===== src/rtl/mem_pkg.sv =====
// Shared definitions for the data-memory responder: FSM encoding, default
// geometry/latency and the width of the latency counter.
package mem_pkg;

  localparam int DEPTH_LOG2_DEF = 6;
  localparam int LATENCY_DEF    = 2;
  localparam int CNT_W          = 4;   // wide enough for LATENCY-1 up to 14

  typedef enum logic [1:0] {
    IDLE = 2'd0,
    WAIT = 2'd1,
    RESP = 2'd2
  } state_t;

endpackage


===== src/rtl/dmem_array.sv =====
// Single-port synchronous word RAM with registered, read-first output.
// No reset: contents survive reset and are undefined after power-up.
module dmem_array #(
  parameter int ADDR_W = 6
) (
  input  logic              clk,
  input  logic              we,
  input  logic [ADDR_W-1:0] idx,
  input  logic [31:0]       wdata,
  output logic [31:0]       rdata
);

  localparam int DEPTH = 1 << ADDR_W;

  logic [31:0] mem_array [0:DEPTH-1];
  logic [31:0] rdata_reg;

  always_ff @(posedge clk) begin
    if (we) begin
      mem_array[idx] <= wdata;
    end
    rdata_reg <= mem_array[idx];
  end

  assign rdata = rdata_reg;

endmodule


===== src/rtl/dmem_responder.sv =====
// Fixed-latency data-memory responder: accepts one aligned word request at a
// time, waits LATENCY edges, then commits the write or returns the read data.
module dmem_responder
  import mem_pkg::*;
#(
  parameter int DEPTH_LOG2 = DEPTH_LOG2_DEF,
  parameter int LATENCY    = LATENCY_DEF
) (
  input  logic        clk,
  input  logic        reset,
  input  logic [31:0] data_addr,
  input  logic [31:0] data_in,
  input  logic        mem_read,
  input  logic        mem_write,
  output logic [31:0] data_out,
  output logic        mem_ready,
  output logic        mem_busy,
  output logic        mem_err
);

  state_t                state_reg;
  logic [CNT_W-1:0]      cnt_reg;
  logic [DEPTH_LOG2-1:0] idx_reg;
  logic [31:0]           wdata_reg;
  logic                  is_write_reg;
  logic [31:0]           data_out_reg;
  logic                  mem_ready_reg;
  logic                  mem_busy_reg;
  logic                  mem_err_reg;

  logic                  req_any;
  logic                  req_aligned;
  logic                  last_wait;
  logic                  ram_we;
  logic [DEPTH_LOG2-1:0] ram_idx;
  logic [31:0]           ram_rdata;
  logic                  addr_unused;

  // Upper address bits alias onto the array and play no part in decoding.
  assign addr_unused = ^data_addr[31:DEPTH_LOG2+2];

  assign req_any     = mem_read | mem_write;
  assign req_aligned = (data_addr[1:0] == 2'b00);
  assign last_wait   = (state_reg == WAIT) && (cnt_reg == '0);

  // The RAM reads every cycle; in IDLE it is pointed at the incoming address so
  // its registered output is valid by the end of WAIT even with LATENCY=1.
  assign ram_idx = (state_reg == IDLE) ? data_addr[DEPTH_LOG2+1:2] : idx_reg;
  assign ram_we  = last_wait && is_write_reg && reset;

  dmem_array #(
    .ADDR_W(DEPTH_LOG2)
  ) u_array (
    .clk  (clk),
    .we   (ram_we),
    .idx  (ram_idx),
    .wdata(wdata_reg),
    .rdata(ram_rdata)
  );

  always_ff @(posedge clk) begin
    if (!reset) begin
      state_reg     <= IDLE;
      cnt_reg       <= '0;
      idx_reg       <= '0;
      wdata_reg     <= '0;
      is_write_reg  <= 1'b0;
      data_out_reg  <= '0;
      mem_ready_reg <= 1'b0;
      mem_busy_reg  <= 1'b0;
      mem_err_reg   <= 1'b0;
    end else begin
      mem_ready_reg <= 1'b0;
      mem_err_reg   <= 1'b0;
      case (state_reg)
        IDLE: begin
          if (req_any) begin
            if (req_aligned) begin
              idx_reg      <= data_addr[DEPTH_LOG2+1:2];
              wdata_reg    <= data_in;
              is_write_reg <= mem_write;   // write wins when both are asserted
              cnt_reg      <= CNT_W'(LATENCY - 1);
              mem_busy_reg <= 1'b1;
              state_reg    <= WAIT;
            end else begin
              mem_err_reg  <= 1'b1;
            end
          end
        end
        WAIT: begin
          if (cnt_reg == '0) begin
            if (!is_write_reg) begin
              data_out_reg <= ram_rdata;
            end
            mem_ready_reg <= 1'b1;
            state_reg     <= RESP;
          end else begin
            cnt_reg <= cnt_reg - CNT_W'(1);
          end
        end
        RESP: begin
          mem_busy_reg <= 1'b0;
          state_reg    <= IDLE;
        end
        default: begin
          mem_busy_reg <= 1'b0;
          state_reg    <= IDLE;
        end
      endcase
    end
  end

  assign data_out  = data_out_reg;
  assign mem_ready = mem_ready_reg;
  assign mem_busy  = mem_busy_reg;
  assign mem_err   = mem_err_reg;

endmodule


===== config.mk =====
export PLATFORM = sky130hd
export DESIGN_NAME = dmem_responder
export DESIGN_NICKNAME = d
export VERILOG_FILES = /design/src/rtl/mem_pkg.sv /design/src/rtl/dmem_array.sv /design/src/rtl/dmem_responder.sv
export SDC_FILE = /design/constraint.sdc
export NUM_CORES = 2
export LEC_CHECK = 0
export ABC_AREA = 1
export CORE_MARGIN = 5
export CORE_UTILIZATION = 30
export CTS_CLUSTER_DIAMETER = 30
export DETAILED_ROUTE_END_ITERATION = 16
export PLACE_DENSITY = 0.53
export REMOVE_ABC_BUFFERS = 1
export SETUP_SLACK_MARGIN = 0.15
export SYNTH_ARGS = -nofsm -noshare
export SYNTH_HDL_FRONTEND = slang
export SYNTH_SLANG_ARGS = --single-unit

===== constraint.sdc =====
create_clock -name clk -period 14.8 [get_ports clk]
set_input_delay 2.96 -clock clk [delete_from_list [all_inputs] [get_ports clk]]
set_output_delay 2.96 -clock clk [all_outputs]
set_load 0.005 [all_outputs]

Word-level counts from Yosys, hierarchy flattened:

Memory sizes are Yosys's and may differ from the RTL's. A register that Yosys moved wholly into a read port is not among the register bits.
Cells that the tools add are included.

* register bits after elaboration: 80
* memory bits (writable): 2048
* output and inout bits: 35
* memories: 1
* logic and storage cells: 49

Memories
* u_array.mem_array: depth 64, width 32, read ports 1, clocked after Yosys merged registers in 1, wr ports 1, line dmem_array.sv:15 `logic [31:0] mem_array [0:DEPTH-1];`

* muxes and demuxes: 16
* reductions and logical operators: 14
* eq/ne operators: 5
* bitwise operators: 3
* add/subtract/negate cells: 1

Operators by type and width (count)
* $reduce_and 3->1: 5
* $mux 4: 3
* $pmux 4 s2: 1
* $mux 1: 6
* $mux 2: 3
* $mux 6: 1
* $ne 2x2->1 const B: 3
* $logic_not 2->1: 2
* $logic_not 4->1: 1
* $pmux 2 s2: 1
* $reduce_and 4->1: 1
* $sub 4x1->4 const B: 1
* $logic_and 1x1->1: 3
* $eq 2x1->1 const B: 1
* $ne 2x1->1 const B: 1
* $not 1->1: 2
* $pmux 1 s2: 1
* $reduce_and 2->1: 1
* $reduce_bool 2->1: 1
* $or 1x1->1: 1

Depth between registers and ports, before layout:

* depth in word-level cells: 6
* depth in mapped cells: 17

Modules after synthesis:

From an unflattened synthesis, not the netlist that was laid out.

* cells, all modules: 8826
* area total of the unflattened synthesis: 89553.4 sq um

By module, submodules not included
* dmem_array: seq. area each 62139.6 sq um, area each 86503.0 sq um, times used 1, cells each 8440
* dmem_responder: seq. area each 1601.5 sq um, area each 3050.4 sq um, times used 1, cells each 386

Least setup slack after synthesis:

No wires, ideal clock.

* path kind: input -> register
* start: input data_addr[6]
* end: memory u_array.mem_array[40][0], enable pin
* arrival time: 6.845 ns
* path slack: 7.454 ns
* path buffers: 0
* library setup time: 0.502 ns
* stages: 6
* data required time: 14.298 ns
* cell sequence: or2_1 o21ai_4 inv_2 nor3_2 inv_2 nor4_1

* word-level cells in the longest chain between the ends: 1

RTL lines
* from (decl): line dmem_responder.sv:11 `input logic [31:0] data_addr,`
* $mux 6: line dmem_responder.sv:48 `assign ram_idx = (state_reg == IDLE) ? data_addr[DEPTH_LOG2+1:2] : idx_reg;`
* to (decl): line dmem_array.sv:15

Every way passes these cells.

Final worst setup path:

* start: input data_addr[2]
* end: memory u_array.mem_array[55][21], enable pin

The elaborated chain is that of the path after synthesis.

==> summary.md <==
| Metric | Value |
|---|---|
| Outcome | finished clean |
| Setup crit start kind | input pin |
| Fillers | 28,900 |
| Resized Gates After CTS | 0 |
| WHS Path Cells | 2 |
| DR WL/cell | 21.3 um |
| Worst Path Required | around 15 ns |
| TritonCTS Buffers | between 400 and 500 |
| Initial antenna violation count | 7 |
| Path depth of the worst reg2reg path | 7 |
| Crit path max fanout | ~100 |
| LEAKAGE | ~47 nW |
| CP Capture Type | register |
| Most used cell, CP | buf_4 |
| I/O Pins | around 100 |
| Top FF cell, synth | edfxtp_1 |
| Longest Clk Path Bufs | 4 |
| HPWL after DPL | about 140,000 um |
| Crit share post-route | 0.485 |
| Synthesis-to-layout area growth | 23.8% |
| Hold Crit Class | reg2reg |
| Yosys warns | 0 |
| Chip height | 560 um |
| Post CTS Setup Buffer Count | 0 |
| Number of DRC markers in iteration 0 | 6,173 |
| Final layout net count | between 9,000 and 10,000 |
| Hold_sp | u_array.rdata[10] |
| Most common cell after layout, fill and taps aside | nand2_1 |
| Cell at the slowest stage of the critical path | nand3_1 |
| Fmax | roughly 140 MHz |
| Final Wtd Congestion | just over 0.8 |
| Slowest cell delay on critical path | 1.00 ns |
| Die area | 313,000 um2 |
| CTS tree | done |
| Horiz. Die Dim | roughly 560 um |
| GRT Total Usage | 0.177 |
| Layout cells sized above 1 | 0.109 |
| Tmin final | 7.18 ns |
| Detail Route Antenna Nets | 0 |
| Largest net degree at the start of global routing | between 150 and 200 |
| Vias after detailed routing | ~65,000 |
| Cell family with most CP delay | simple AND/OR/NAND/NOR gates |
| Buffers & Inverters on Critical Path | 3 |
| Critical setup path kind | in2reg |
| Final slew viol count | 0 |
| Clk root buf | clkbuf_16 |
| Clk_lat worst skew | about 0.99 ns |
| Reg2Reg Capture Point | u_array.mem_array[55][21] |
| Power Density | between 150 and 200 nW/um2 |
| FF+latch count, synth | 2,160 |
| Mapped Avg Cell Area | 10.2 um2 |
| Clock slew at reported path FFs | about 0.050 ns |
| Worst vdd ir | 117 uV |
| DR pass1 iterations | 8 |
| Hold Buf Count CTS | 0 |
| Slew @ Worst Pin | between 1 and 1.5 ns |
| Worst Skew | 0.0806 ns |
| Setup TNS | 0 ns |
| Port bufs | approximately 80 |
| Mapped Cells | slightly below 9,000 |
| Slew margin rel. | 0.134 |
| Final setup vio count | 0 |
| Routed WL | between 200,000 and 300,000 um |
| Synthesized cell area | 90,700 um2 |
| FP Rows | about 200 |
| Commonest non-fill, non-tap cells in the layout | 5,075 x nand2_1, 2,048 x edfxtp_1, 715 x nand3_1, 496 x clkbuf_16, 206 x nor2_1 |
| Clock sinks | 2,160 |
| Grt total ovfl | 0 |
| Max reg flops | between 2,000 and 2,500 |
| Reg with most FFs | u_array.mem_array |
| Arrival time at the worst endpoint | approximately 7.8 ns |
| Core Area | roughly 300,000 um2 |
| # H-tree levels | 5 |
| Global-route wire length before repair | between 400,000 and 500,000 um |
| Reg2reg start | state_reg[1] |
| Vias per cell | approximately 4.8 |
| Worst-path cell chain | clkdlybuf4s50_1, nand2_4, nand2_8, buf_4, nand3_1, nor2_4, buf_4 |
| R2r setup slk | 9.08 ns |
| WHS | approximately 0.47 ns |
| Final Hold Fails | 0 |
| Synth unique cells | 28 |
| Ys async rst share | 0 |
| Max-Cap Viols | 0 |
| DRC Markers | 0 |
| EDFF count, synth | between 2,000 and 2,500 |
| Initial Util | 0.302 |
| RSZ-0062 raised after global routing | no |
| Hold Path End | data_out[10] |
| Register area share after synthesis | 0.703 |
| Vias in the first global route | 62,300 |
final cells by class:
type	instances	area, um2	share of cell area
well taps	3958	4950	0.0441
flip-flops and latches	2160	63800	0.568
diodes	1	2.50	0.0000223
clock buffers	576	12800	0.114
inverters	64	243	0.00216
repair buffers	252	2190	0.0195
multi-input cells	6177	25000	0.222
clock inverters	310	3320	0.0296
power by group:
part	internal [W]	total, W	switching [W]
clock network	0.00718	0.0105	0.00328
logic	0.000296	0.00134	0.00104
registers	0.00678	0.00684	0.0000598
worst max path at each step:
stage / from / endpoint / slack (ns) / cells past startpoint
6_report: data_addr[2] / u_array.mem_array[55][21] / 7.62 / 7
5_1_grt: data_addr[2] / u_array.mem_array[55][7] / 7.48 / 7
4_1_cts: data_addr[2] / u_array.mem_array[55][21] / 7.77 / 7
3_5_place_dp: data_addr[2] / u_array.mem_array[55][9] / 6.73 / 7
3_3_place_gp: data_addr[2] / u_array.mem_array[55][21] / 6.74 / 7
2_1_floorplan: data_addr[2] / u_array.mem_array[40][0] / -15.23 / 3
Yosys cell counts (all sizes together) (2+ instances only):
master,number,area [um2]
nand2,5085,19100
clkbuf,138,518
dfxtp,112,2240
inv,64,243
o21ai,78,424
or2,4,25.0
nand3,715,3580
a21oi,8,40.0
nor4,2,12.5
edfxtp,2048,61500
nor3,11,95.1
nor2,271,1030
buf,378,1870
per-layer routing:
metal  vias to the layer above  routed length (um)  global-route usage  share of wire
li1                      30000                   -                   -              -
met1                     31600              122000               0.239           0.43
met2                      2570              132000               0.284           0.46
met3                       488               21500              0.0305          0.075
met4                         2               11800              0.0743          0.041
met5                         -                  17                   0       0.000059
stage by stage:
| step | cell area (um2) | total power [W] | util | instances | worst slack [ns] |
|---|---|---|---|---|---|
| after floorplan | 88300 | 0.00789 | - | 8401 | -15.23 |
| after global placement | 96100 | 0.00827 | 0.320 | 12600 | 6.74 |
| after detailed placement | 96100 | 0.00828 | 0.320 | 12600 | 6.73 |
| after CTS | 112000 | 0.0188 | 0.374 | 13500 | 7.77 |
| after global routing | 112000 | 0.0192 | 0.374 | 13500 | 7.48 |
| final | 112000 | 0.0186 | 0.374 | 13500 | 7.62 |
cells by family (layout without fill, tap and decap cells):
logic type               after synthesis  count (layout)  synth area share
AO/OA/AOI/OAI                         86              86           0.00512
other                                  0               1                 0
flip-flops                          2160            2160             0.703
buffers and inverters                580            1202            0.0290
AND/OR/NAND/NOR                     6089            6089             0.263
adder cells (fa/ha/maj)                1               1          0.000138
XOR/XNOR                               1               1         0.0000966
worst min-delay path, stage by stage (launching register included):
cell     delay [ns]
dfxtp_1        0.31
nor2_1         0.04
nor2_1         0.08
(Power assumes the default switching activity.)
